$ cat src/rtl/axi_pkg.sv
`default_nettype none
// ============================================================================
// Module  : axi_pkg
// Brief   : Shared AXI response codes and arbiter channel state encoding.
// Revision: 1.0 - initial release
// ============================================================================
package axi_pkg;

  localparam int RESP_W = 2;

  typedef enum logic [RESP_W-1:0] {
    OKAY   = 2'b00,
    EXOKAY = 2'b01,
    SLVERR = 2'b10,
    DECERR = 2'b11
  } axi_response_t;

  typedef enum logic [1:0] {
    IDLE  = 2'b00,
    OWNED = 2'b01,
    ERROR = 2'b10
  } arbiter_state_t;

endpackage
`default_nettype wire

$ cat src/rtl/axi_channel_arbiter.sv
`default_nettype none
// ============================================================================
// Module  : axi_channel_arbiter
// Brief   : One-channel ownership FSM, priority grant, DECERR/SLVERR responder
//           and optional response watchdog (enabled by ARBITER_TIMEOUT_EN).
// Revision: 1.0 - initial release
// ============================================================================
module axi_channel_arbiter
  import axi_pkg::*;
#(
  parameter int SLAVE_NUMBER   = 4,
  parameter int TIMEOUT_CYCLES = 1024,
  localparam int SEL_W         = $clog2(SLAVE_NUMBER + 1)
) (
  input  logic                    clk,
  input  logic                    rst,
  input  logic [SLAVE_NUMBER-1:0] match_i,
  input  logic [SLAVE_NUMBER-1:0] busy_i,
  input  logic                    addr_valid_i,
  input  logic                    resp_valid_i,
  input  logic                    resp_ready_i,
  output logic [SLAVE_NUMBER-1:0] bus_taken_o,
  output logic [SEL_W-1:0]        select_o,
  output logic                    err_valid_o,
  output logic [RESP_W-1:0]       err_resp_o,
  output logic                    err_ready_o,
  output logic                    timeout_o
);

  localparam logic [SEL_W-1:0] ERR_SEL = SEL_W'(SLAVE_NUMBER);

  arbiter_state_t          state_q, state_d;
  logic [SEL_W-1:0]        owner_q, owner_d;
  axi_response_t           err_resp_q, err_resp_d;

  logic [SLAVE_NUMBER-1:0] prio_taken;
  logic [SEL_W-1:0]        low_idx;
  logic                    any_match;
  logic                    handshake;
  logic                    timeout;

  // Busy is informational only; release is decided by the response handshake.
  logic unused_inputs;
  assign unused_inputs = (^busy_i) ^ (TIMEOUT_CYCLES > 1);

  always_comb begin : prio_enc
    prio_taken = '0;
    low_idx    = '0;
    any_match  = 1'b0;
    for (int i = 0; i < SLAVE_NUMBER; i++) begin
      prio_taken[i] = any_match;
      if (match_i[i] && !any_match) begin
        low_idx = SEL_W'(i);
      end
      any_match = any_match | match_i[i];
    end
  end

  assign handshake = resp_valid_i & resp_ready_i;

`ifdef ARBITER_TIMEOUT_EN
  localparam int               CNT_W    = $clog2(TIMEOUT_CYCLES + 1);
  localparam logic [CNT_W-1:0] CNT_LAST = CNT_W'(TIMEOUT_CYCLES - 1);

  logic [CNT_W-1:0] count_q, count_d;

  // Counter holds the number of OWNED cycles already elapsed.
  always_comb begin
    count_d = '0;
    if (state_q == OWNED) begin
      count_d = count_q + 1'b1;
    end
  end

  always_ff @(posedge clk) begin
    if (rst) begin
      count_q <= '0;
    end else begin
      count_q <= count_d;
    end
  end

  assign timeout = (state_q == OWNED) && (count_q == CNT_LAST) && !handshake;
`else
  assign timeout = 1'b0;
`endif

  always_comb begin : next_state
    state_d    = state_q;
    owner_d    = owner_q;
    err_resp_d = err_resp_q;
    case (state_q)
      IDLE: begin
        if (any_match) begin
          owner_d = low_idx;
          state_d = OWNED;
        end else if (addr_valid_i) begin
          err_resp_d = DECERR;
          state_d    = ERROR;
        end
      end
      OWNED: begin
        if (handshake) begin
          state_d = IDLE;
        end else if (timeout) begin
          err_resp_d = SLVERR;
          state_d    = ERROR;
        end
      end
      ERROR: begin
        if (resp_ready_i) begin
          err_resp_d = OKAY;
          state_d    = IDLE;
        end
      end
      default: begin
        state_d = IDLE;
      end
    endcase
  end

  always_ff @(posedge clk) begin
    if (rst) begin
      state_q    <= IDLE;
      owner_q    <= '0;
      err_resp_q <= OKAY;
    end else begin
      state_q    <= state_d;
      owner_q    <= owner_d;
      err_resp_q <= err_resp_d;
    end
  end

  always_comb begin : outputs
    bus_taken_o = prio_taken;
    select_o    = owner_q;
    err_valid_o = 1'b0;
    err_ready_o = 1'b0;
    case (state_q)
      IDLE: begin
        err_ready_o = addr_valid_i & ~any_match;
      end
      OWNED: begin
        for (int i = 0; i < SLAVE_NUMBER; i++) begin
          bus_taken_o[i] = (owner_q != SEL_W'(i));
        end
      end
      ERROR: begin
        bus_taken_o = '1;
        select_o    = ERR_SEL;
        err_valid_o = 1'b1;
      end
      default: begin
        bus_taken_o = '1;
      end
    endcase
  end

  assign err_resp_o = err_resp_q;
  assign timeout_o  = timeout;

endmodule
`default_nettype wire

$ cat src/rtl/axi_bus_arbiter.sv
`default_nettype none
// ============================================================================
// Module  : axi_bus_arbiter
// Brief   : Independent write/read ownership arbiters for the shared AXI bus.
//           Define ARBITER_TIMEOUT_EN to add the response watchdog.
// Revision: 1.0 - initial release
// ============================================================================
module axi_bus_arbiter
  import axi_pkg::*;
#(
  parameter int SLAVE_NUMBER   = 4,
  parameter int TIMEOUT_CYCLES = 1024,
  localparam int SEL_W         = $clog2(SLAVE_NUMBER + 1)
) (
  input  logic                    axi_ACLK,
  input  logic                    axi_ARESET,
  input  logic [SLAVE_NUMBER-1:0] write_match_i,
  input  logic [SLAVE_NUMBER-1:0] read_match_i,
  input  logic [SLAVE_NUMBER-1:0] write_busy_i,
  input  logic [SLAVE_NUMBER-1:0] read_busy_i,
  input  logic                    write_addr_valid_i,
  input  logic                    read_addr_valid_i,
  input  logic                    write_bvalid_i,
  input  logic                    write_bready_i,
  input  logic                    read_rvalid_i,
  input  logic                    read_rready_i,
  output logic [SLAVE_NUMBER-1:0] write_bus_taken_o,
  output logic [SLAVE_NUMBER-1:0] read_bus_taken_o,
  output logic [SEL_W-1:0]        write_select_o,
  output logic [SEL_W-1:0]        read_select_o,
  output logic                    write_err_bvalid_o,
  output logic                    read_err_rvalid_o,
  output logic [RESP_W-1:0]       write_err_bresp_o,
  output logic [RESP_W-1:0]       read_err_rresp_o,
  output logic                    write_err_ready_o,
  output logic                    read_err_ready_o,
  output logic                    write_timeout_o,
  output logic                    read_timeout_o
);

  axi_channel_arbiter #(
    .SLAVE_NUMBER   (SLAVE_NUMBER),
    .TIMEOUT_CYCLES (TIMEOUT_CYCLES)
  ) u_write_arb (
    .clk          (axi_ACLK),
    .rst          (axi_ARESET),
    .match_i      (write_match_i),
    .busy_i       (write_busy_i),
    .addr_valid_i (write_addr_valid_i),
    .resp_valid_i (write_bvalid_i),
    .resp_ready_i (write_bready_i),
    .bus_taken_o  (write_bus_taken_o),
    .select_o     (write_select_o),
    .err_valid_o  (write_err_bvalid_o),
    .err_resp_o   (write_err_bresp_o),
    .err_ready_o  (write_err_ready_o),
    .timeout_o    (write_timeout_o)
  );

  axi_channel_arbiter #(
    .SLAVE_NUMBER   (SLAVE_NUMBER),
    .TIMEOUT_CYCLES (TIMEOUT_CYCLES)
  ) u_read_arb (
    .clk          (axi_ACLK),
    .rst          (axi_ARESET),
    .match_i      (read_match_i),
    .busy_i       (read_busy_i),
    .addr_valid_i (read_addr_valid_i),
    .resp_valid_i (read_rvalid_i),
    .resp_ready_i (read_rready_i),
    .bus_taken_o  (read_bus_taken_o),
    .select_o     (read_select_o),
    .err_valid_o  (read_err_rvalid_o),
    .err_resp_o   (read_err_rresp_o),
    .err_ready_o  (read_err_ready_o),
    .timeout_o    (read_timeout_o)
  );

endmodule
`default_nettype wire

$ cat config.mk
export PLATFORM = sky130hd
export DESIGN_NAME = axi_bus_arbiter
export DESIGN_NICKNAME = d
export VERILOG_FILES = /design/src/rtl/axi_pkg.sv /design/src/rtl/axi_channel_arbiter.sv /design/src/rtl/axi_bus_arbiter.sv
export SDC_FILE = /design/constraint.sdc
export NUM_CORES = 1
export LEC_CHECK = 0
export BUFFER_PORTS_ARGS = -buffer_cell sky130_fd_sc_hd__buf_2
export CORE_MARGIN = 2
export CORE_UTILIZATION = 40
export DETAILED_ROUTE_END_ITERATION = 8
export GPL_ROUTABILITY_DRIVEN = 0
export GPL_TIMING_DRIVEN = 0
export PLACE_DENSITY = 0.78
export SETUP_SLACK_MARGIN = 0.1
export SYNTH_ARGS = -nofsm -noshare
export SYNTH_HDL_FRONTEND = slang
export SYNTH_SLANG_ARGS = --single-unit
$ cat constraint.sdc
create_clock -name axi_ACLK -period 1.5 [get_ports axi_ACLK]
set_clock_uncertainty 0.2 [all_clocks]
set_input_delay 0.075 -clock axi_ACLK [delete_from_list [all_inputs] [get_ports axi_ACLK]]
set_output_delay 0.075 -clock axi_ACLK [all_outputs]
set_load 0.01 [all_outputs]
==> flow_metrics.tcl, run 1 <==
set metrics [dict create \
    cp_common_cell "buf_6" \
    postSynthAreaPerCell_um2 7.72 \
    fp.dieW_um 45.4 \
    clk_pin_slew_ns 0.07 \
    synth_edf_count 0 \
    power_switching_mw 0.228 \
    reg2reg_depth 4 \
    cts_root_buf "clkbuf_4" \
    p_per_area_nw_per_um2 642 \
    max_freq_mhz 660 \
    syn-cell-area_um2 687 \
    post-route-period-util_pct 101 \
    leakage_nw 0.607 \
    grtUsageTotal_pct 22.9 \
    maxCapViolCount 0 \
    place_area_um2 891 \
    drc_errors 0 \
    status "finished with violations" \
    synth_top_cell_by_area "dfxtp_1" \
    finalInstanceArea_um2 1230 \
    grt_util_met2_pct 45.4 \
    cp_slowest_stage_delay_ns 0.33 \
    rsz0062_at_grt "yes" \
    timing.rr.end "u_read_arb.err_resp_o[0]" \
    drt_wl_total_mm 2.22 \
    post-synth-top-count-cell "dfxtp_1" \
    port_buffers 36 \
    die_height_um 45.4 \
    synthDistinctLibCells 33 \
    area_growth_pct 79.2 \
    p_sw_share_pct 28.9 \
    htreeDepth 1 \
    finalNonFillerCells 169 \
    fin_util_pct 79.0 \
    drive_above_1_share_pct 52.9 \
    yosys_warnings 0 \
    cts_made_buffers 3 \
    setup_tns_ns -0.0153 \
    num_rows 14 \
    grt.met3_usage_pct 5.16 \
    grt_pass1_wl_mm 3.46 \
    critPathLaunch "u_write_arb.state_q[0]" \
    ys_seq_area_share_pct 29.1 \
    critical_path_class "reg2out" \
    fin_crit_ns 1.52 \
    layout_setup_ws_ns -0.0153 \
    r2r_setup_slack_ns 0.11 \
    grt_overflow_total 0 \
    syn_inst 89 \
    cts_tree "built" \
    cp.required_ns 1.22 \
    synth_top_flop_cell "dfxtp_1" \
    synth_common_cells "dfxtp_1, inv_1, buf_4, nor3_1, nor2_1" \
    endpoint_kind "output port" \
    cts_buffer_depth 2 \
    clockPowerShare_pct 30.2 \
    cp_max_fo 5 \
    ys_async_sr_fraction_pct 0 \
    antenna_found_initial 0 \
    use_met1_pct 21.3 \
    n_antenna_cell 0 \
    pin_count 48 \
    timing.rr.start "u_read_arb.state_q[0]" \
    crit_slowest_cell "dfxtp_2" \
    dieArea_um2 2060 \
    fp.coreArea_um2 1560 \
    ir_worst_vdd_uv 420 \
    dp.cells 142 \
    min_path_type "in2reg" \
    synth_area_leaders "dfxtp_1, buf_4, nor3_1" \
    synth_top_area_share_pct 29.1 \
    vias_per_cell 5.32 \
    start_util_pct 44.1 \
    crit_chain "buf_6 -> nor3_2 -> a31oi_1 -> or2_1 -> buf_6" \
    synth-seq-cells 10 \
    ant_nets 0 \
    drt_iter0_drc 23 \
    clk_latency_ns 0.26 \
    preCtsSetupSlack_ns 0.171 \
    worst_slew_pin_slew_ns 0.511 \
    dr_total_vias 899 \
    hpwl_mm 1.28 \
    grt_max_degree 11 \
    finalMaxSlewViolations 0 \
    grt_pass1_vias 905 \
    crit_path_end "write_bus_taken_o[2]" \
    top_usage_layer "met2" \
    cts_sinks 10 \
    relSlewSlack_pct 66.0 \
    setup_viol 1 \
    first_pass_iters 4 \
    combinationalPowerShare_pct 32.6 \
    p_int_mw 0.563 \
    final_nets 178 \
    report.final.hold_viol_count 0 \
    routedWlPerCell_um 13.1 \
    violations "negative setup slack" \
    worstPathArrival_ns 1.24 \
    cp-start-kind "flop" \
    seq_power_share_pct 37.2 \
]
-- area by class of cell --
class                           count  area, µm²
Multi-Input combinational cell     61        433
Timing Repair Buffer               59        419
Fill cell                         107        328
Sequential cell                    10        210
Buffer                              9       75.1
Inverter                           10       37.5
Clock buffer                        4       36.3
Tap cell                           16       20.0
-- power by group through the flow --
stage	sequential (mW)	combinational, mW	clock [mW]
finish	0.294	0.258	0.239
global route	0.296	0.279	0.264
CTS	0.291	0.229	0.247
detailed placement	0.296	0.173	0
global placement	0.295	0.169	0
floorplan	0.294	0.105	0
-- cells in the final DEF, fill, tap and decap left out, types with 2 or more instances in the layout --
cell type      Yosys  final
nand2b_1           3      3
nor3_1             7      6
a31oi_1            3      3
o21ai_2            0      3
a221oi_1           3      2
nand2_1            4      2
conb_1             1      2
dlygate4sd3_1      0     12
a221oi_2           1      2
buf_6              0     10
nor2_4             1      2
buf_2              1     32
nand3b_1           2      2
o21ai_0            5      3
dfxtp_2            0      5
clkbuf_4           0      3
inv_2              2      2
a21o_1             2      2
nor2b_1            2      2
a21oi_1            3      3
or2_1              3      3
o21ai_1            3      2
dfxtp_1           10      4
buf_4              7     13
nor2_1             6      5
inv_1              8      8
-- stage by stage --
stage / power [mW] / hold slack (ns)
2_1_floorplan: 0.399 / -0.0367
3_3_place_gp: 0.465 / 0.0918
3_5_place_dp: 0.469 / 0.0939
4_1_cts: 0.767 / -0.00233
5_1_grt: 0.838 / 0.0170
6_report: 0.791 / 0.00653
-- flip-flops by register name, summed over array words and instances (netlist names) --
signal and cells:
u_read_arb.owner_q 2, u_read_arb.state_q 2, u_write_arb.owner_q 2, u_write_arb.state_q 2
u_read_arb.err_resp_o 1, u_write_arb.err_resp_o 1
-- worst min path at each step --
stage	slack, ns	end	from	depth (start not counted)
finish	0.007	u_write_arb.owner_q[1]	write_match_i[3]	3
global route	0.02	u_write_arb.owner_q[0]	write_match_i[3]	3
CTS	-0.002	u_read_arb.err_resp_o[0]	read_match_i[3]	4
detailed placement	0.09	u_read_arb.err_resp_o[0]	read_rready_i	2
global placement	0.09	u_read_arb.err_resp_o[0]	read_rready_i	2
floorplan	-0.04	u_read_arb.err_resp_o[0]	read_rready_i	1
-- per-layer routing --
metal,wire length (µm),part of all wire [%],vias to the layer above
met5,0,0,-
met4,27,1.2,0
met1,859,39,408
met2,1160,52,49
met3,167,7.5,6
li1,-,-,436
-- critical path: cells and delay by family (launching register included) --
family / cells / cell delay, ns
compound gates: 1 / 0.05
buf+inv: 2 / 0.26
flops: 1 / 0.33
simple gates: 2 / 0.34
-- repair_timing --
item                                   CTS  global route
setup endpoints to repair               15            19
endpoints found under the hold margin    8             0
hold buffers                            12             0
resized for setup                       18            14
buffers inserted                         8             3
cloned                                   1             0
pin swaps                                6             7
-- cell families after synthesis --
group,count (synthesis),share of synthesized area (%)
simple gates,34,30.1
buf+inv,19,14.4
compound gates,25,25.9
flops,10,29.1
other cells,1,0.546
Note: power is estimated with default switching activity, not from simulation.
==> inputs of run 2 (changes only) <==
--- a/config.mk
+++ b/config.mk
@@ -7,11 +7,12 @@
 export LEC_CHECK = 0
 export BUFFER_PORTS_ARGS = -buffer_cell sky130_fd_sc_hd__buf_2
 export CORE_MARGIN = 2
-export CORE_UTILIZATION = 40
+export CORE_UTILIZATION = 42
+export CTS_BUF_LIST = sky130_fd_sc_hd__clkbuf_4
 export DETAILED_ROUTE_END_ITERATION = 8
 export GPL_ROUTABILITY_DRIVEN = 0
 export GPL_TIMING_DRIVEN = 0
-export PLACE_DENSITY = 0.78
+export PLACE_DENSITY = 0.82
 export SETUP_SLACK_MARGIN = 0.1
 export SYNTH_ARGS = -nofsm -noshare
 export SYNTH_HDL_FRONTEND = slang
==> run 2 against run 1 <==
Cell count shrank 0.59%; worst hold slack gained 0.0050 ns; power shrank 8.0%; maximum frequency grew 1.3%; wire length shrank 3.2%; via count shrank 1.6%; sequential power is essentially flat; critical path depth is the same; critical endpoint unchanged; clock power shrank 22%; die area shrank 4.4%; the run now ends clean; highest routed layer unchanged; global-route usage is essentially flat.
==> flow_metrics.tcl, run 2 (synthesis results as in run 1) <==
set metrics [dict create \
    drt_iter0_drc 23 \
    start_util_pct 45.1 \
    dr_total_vias 885 \
    routedWlPerCell_um 12.8 \
    hpwl_mm 1.34 \
    clk_pin_slew_ns 0.06 \
    num_rows 14 \
    ant_nets 0 \
    drive_above_1_share_pct 51.3 \
    post-route-period-util_pct 99.8 \
    fillers 111 \
    dieArea_um2 1970 \
    n_antenna_cell 0 \
    setup_tns_ns 0 \
    drt_wl_total_mm 2.15 \
    status "finished, final reports clean" \
    grt_overflow_total 0 \
    grtUsageTotal_pct 22.9 \
    fp.coreArea_um2 1520 \
    vias_per_cell 5.27 \
    grt_pass1_wl_mm 3.42 \
    cts_buffer_depth 2 \
    rsz0062_at_grt "yes" \
    r2r_setup_slack_ns 0.13 \
    cts_root_buf "clkbuf_4" \
    p_per_area_nw_per_um2 605 \
    fp.dieW_um 44.4 \
    first_pass_iters 4 \
    grt_pass1_vias 840 \
    grt_max_degree 11 \
    area_growth_pct 75.2 \
    ir_worst_vdd_uv 411 \
    fin_total_pwr_mw 0.728 \
    final_cell_mix "buf_2, dlygate4sd3_1, buf_4" \
    cp-start-kind "flop" \
    fin_crit_ns 1.50 \
    cp.required_ns 1.22 \
    maxCapViolCount 0 \
    clk_latency_ns 0.26 \
    report.final.hold_viol_count 0 \
    final_nets 177 \
    setup_viol 0 \
    worstPathArrival_ns 1.22 \
    critical_path_class "reg2out" \
    drc_errors 0 \
    cts_made_buffers 3 \
    max_freq_mhz 668 \
    min_path_type "in2reg" \
    antenna_found_initial 0 \
    pin_count 48 \
    layout_commonest_cell "buf_2" \
    die_height_um 44.4 \
    cts_sinks 10 \
    cts_tree "built" \
    port_buffers 36 \
    leakage_nw 0.588 \
    htreeDepth 1 \
    endpoint_kind "output port" \
    finalMaxSlewViolations 0 \
    cp_max_fo 5 \
]
## run 2: cell types whose count changed in the layout (fill, tap and decap cells not counted), sizes merged
cell,previous run,this run
buf,55,51
clkbuf,5,4
clkinv,0,1
dlygate4sd3,12,15
## run 2: cell type report
class,count,area [µm²],area share (%)
plain buffers,9,75.1,6.24
flip-flops and latches,10,209,17.4
multi-input cells,61,437,36.3
repair buffers,58,399,33.2
well taps,16,20.0,1.66
clock inverters,1,3.75,0.312
inverters,10,37.5,3.12
clock buffers,3,22.5,1.87
## run 2: timing repair
| item | in CTS | in global routing |
|---|---|---|
| pin swaps | 5 | 4 |
| gates resized for setup | 14 | 14 |
| cloned | 1 | 0 |
| hold buffers | 13 | 2 |
| endpoints found under the setup margin | 16 | 19 |
| hold endpoints to repair | 9 | 1 |
| setup buffers | 5 | 2 |
## run 2: final timing paths
kind                            start                  endpoint  cells past startpoint
max            u_write_arb.state_q[0]      write_bus_taken_o[2]                      5
min                   read_match_i[1]     u_read_arb.owner_q[0]                      4
max reg2reg     u_read_arb.state_q[0]  u_read_arb.err_resp_o[0]                      4
min reg2reg  u_read_arb.err_resp_o[0]  u_read_arb.err_resp_o[0]                      2
## run 2: per-stage QoR
step | instances | worst slack, ns | area (µm²) | util [%] | hold WS, ns
after floorplan | 90 | 0.263 | 691 | - | -0.0367
after global placement | 142 | 0.159 | 891 | 58.5 | 0.0859
after detailed placement | 142 | 0.163 | 891 | 58.5 | 0.0930
after global routing | 168 | -0.0601 | 1200 | 79.0 | 0.0312
final | 168 | 0.00342 | 1200 | 79.0 | 0.0115
after CTS | 165 | 0.00582 | 1130 | 74.0 | -0.0162
## run 2: metal layers
metal / share of wire, % / track usage [%] / up-vias
met4: 0.23 / 8.48 / 0
met1: 40 / 25.9 / 403
met2: 53 / 42.9 / 45
met3: 6.6 / 2.86 / 2
li1: - / - / 435
met5: 0 / 0 / -
## run 2: report_power, final
part / switching (mW) / internal, mW / leakage [nW]
clock: 0.0905 / 0.0959 / 0.0154
combinational: 0.120 / 0.126 / 0.488
sequential: 0.0140 / 0.282 / 0.0844
total: 0.224 / 0.503 / 0.588
## run 2: critical path: stages, from the launching register on
cell     delay (ns)
dfxtp_2        0.34
buf_6          0.13
nor3_4         0.11
a31oi_1        0.05
or2_1          0.20
buf_2          0.14
==> inputs of run 3 (changes only) <==
--- a/config.mk
+++ b/config.mk
@@ -8,7 +8,7 @@
 export BUFFER_PORTS_ARGS = -buffer_cell sky130_fd_sc_hd__buf_2
 export CORE_MARGIN = 2
 export CORE_UTILIZATION = 42
-export CTS_BUF_LIST = sky130_fd_sc_hd__clkbuf_4
+export CTS_BUF_LIST = sky130_fd_sc_hd__clkbuf_2 sky130_fd_sc_hd__clkbuf_4 sky130_fd_sc_hd__clkbuf_8
 export DETAILED_ROUTE_END_ITERATION = 8
 export GPL_ROUTABILITY_DRIVEN = 0
 export GPL_TIMING_DRIVEN = 0
==> run 3 against run 2 <==
The flow now finishes with violations (negative setup slack); core utilization increased by 5.2 points; sequential share of layout area down 0.87 points; die area stayed put.
==> flow_metrics.tcl, run 3 (synthesis results as in run 1) <==
set metrics [dict create \
    rsz0062_at_grt "yes" \
    grtUsageTotal_pct 24.8 \
    hpwl_mm 1.34 \
    finalInstanceArea_um2 1280 \
    min_path_type "in2reg" \
    drt_wl_total_mm 2.47 \
    grt_overflow_total 0 \
    dr_total_vias 909 \
    post-route-period-util_pct 101 \
    final_cell_mix "buf_2, dlygate4sd3_1, buf_4" \
    port_buffers 36 \
    dieArea_um2 1970 \
    setup_viol 2 \
    cts_tree "built" \
    vias_per_cell 5.28 \
    layout_setup_ws_ns -0.0207 \
    fillers 88 \
    num_rows 14 \
    drc_errors 0 \
    holdPathStages 3 \
    finalMaxSlewViolations 0 \
    cts_sinks 10 \
    fp.coreArea_um2 1520 \
    pin_count 48 \
    cp_max_fo 7 \
    grt_pass1_wl_mm 3.64 \
    worstPathArrival_ns 1.25 \
    max_freq_mhz 658 \
    p_per_area_nw_per_um2 628 \
    cp-start-kind "flop" \
    worst_slew_pin_slew_ns 0.502 \
    clk_pin_slew_ns 0.07 \
    grt_max_degree 11 \
    fin_crit_ns 1.52 \
    reg2reg_depth 6 \
    cp.required_ns 1.22 \
    ant_nets 0 \
    antenna_found_initial 0 \
    violations "negative setup slack" \
    start_util_pct 45.1 \
    leakage_nw 0.621 \
    cts_root_buf "clkbuf_4" \
    area_growth_pct 86.7 \
    htreeDepth 1 \
    cts_made_buffers 3 \
    final_nets 181 \
    critical_path_class "reg2out" \
    place_area_um2 891 \
    maxCapViolCount 0 \
    fin_total_pwr_mw 0.806 \
    report.final.hold_viol_count 0 \
    drive_above_1_share_pct 53.8 \
    n_antenna_cell 0 \
    endpoint_kind "output port" \
    die_height_um 44.4 \
    routedWlPerCell_um 14.4 \
    cts_buffer_depth 2 \
    fin_util_pct 84.2 \
    fp.dieW_um 44.4 \
    grt_pass1_vias 826 \
    r2r_setup_slack_ns 0.11 \
    layout_commonest_cell "buf_2" \
    status "finished with violations" \
    ir_worst_vdd_uv 468 \
    drt_iter0_drc 33 \
    clk_latency_ns 0.26 \
    first_pass_iters 4 \
    relSlewSlack_pct 66.5 \
]
-- run 3: changes by cell type in the layout (fill, tap and decap cells not counted), moves of 2 or more --
cell / before / now
nor2_2: 2 / 0
buf_2: 34 / 32
o21ai_2: 3 / 1
nor3_1: 6 / 4
nor3_2: 0 / 2
nor2_4: 1 / 3
buf_4: 11 / 13
buf_6: 6 / 11
-- run 3: repair_timing --
| action | in CTS | in global routing |
|---|---|---|
| hold endpoints to repair | 9 | 1 |
| hold buffers | 14 | 1 |
| resized for setup | 19 | 17 |
| setup endpoints to repair | 16 | 18 |
| gates cloned | 1 | 0 |
| setup buffers | 6 | 6 |
| pin swaps | 6 | 8 |
-- run 3: per-layer routing --
| metal | share of wire (%) | global-route usage (%) | vias to the layer above |
|---|---|---|---|
| li1 | - | - | 442 |
| met1 | 37 | 26.9 | 424 |
| met2 | 56 | 50.0 | 41 |
| met3 | 6.1 | 2.86 | 2 |
| met4 | 0.49 | 5.45 | 0 |
| met5 | 0 | 0 | - |
-- run 3: final timing paths --
check / start / endpoint
setup / recovery: u_read_arb.state_q[0] / read_select_o[1]
hold reg to reg: u_read_arb.err_resp_o[0] / u_read_arb.err_resp_o[0]
setup reg to reg: u_read_arb.state_q[0] / u_read_arb.owner_q[0]
hold / removal: write_match_i[2] / u_write_arb.owner_q[1]
-- run 3: through the flow --
stage / TNS [ns] / hold WS (ns) / cells / setup slack [ns]
final: -0.0231 / 0.0183 / 172 / -0.0207
after global routing: -0.406 / 0.0404 / 172 / -0.0930
after detailed placement: 0 / 0.0930 / 142 / 0.163
after floorplan: 0 / -0.0367 / 90 / 0.263
after CTS: -0.00166 / 0.00656 / 167 / -0.00166
after global placement: 0 / 0.0859 / 142 / 0.159
-- run 3: critical path, stage by stage (launching register included) --
cell,delay (ns)
dfxtp_2,0.32
buf_6,0.12
and2b_2,0.26
nor2b_1,0.13
buf_2,0.14
-- run 3: area by class of cell --
type / count / area, µm² / area share, %
well taps: 16 / 20.0 / 1.56
plain buffers: 9 / 78.8 / 6.15
flip-flops and latches: 10 / 211 / 16.5
clock buffers: 4 / 36.3 / 2.83
multi-input cells: 61 / 449 / 35.0
inverters: 10 / 40.0 / 3.12
repair buffers: 62 / 447 / 34.8
-- run 3: report_power, final --
group | total [mW] | internal [mW] | switching [mW] | leakage [nW]
sequential | 0.293 | 0.280 | 0.0133 | 0.0847
combinational | 0.267 | 0.138 | 0.129 | 0.515
clock | 0.245 | 0.147 | 0.0978 | 0.0210
total | 0.806 | 0.565 | 0.241 | 0.621
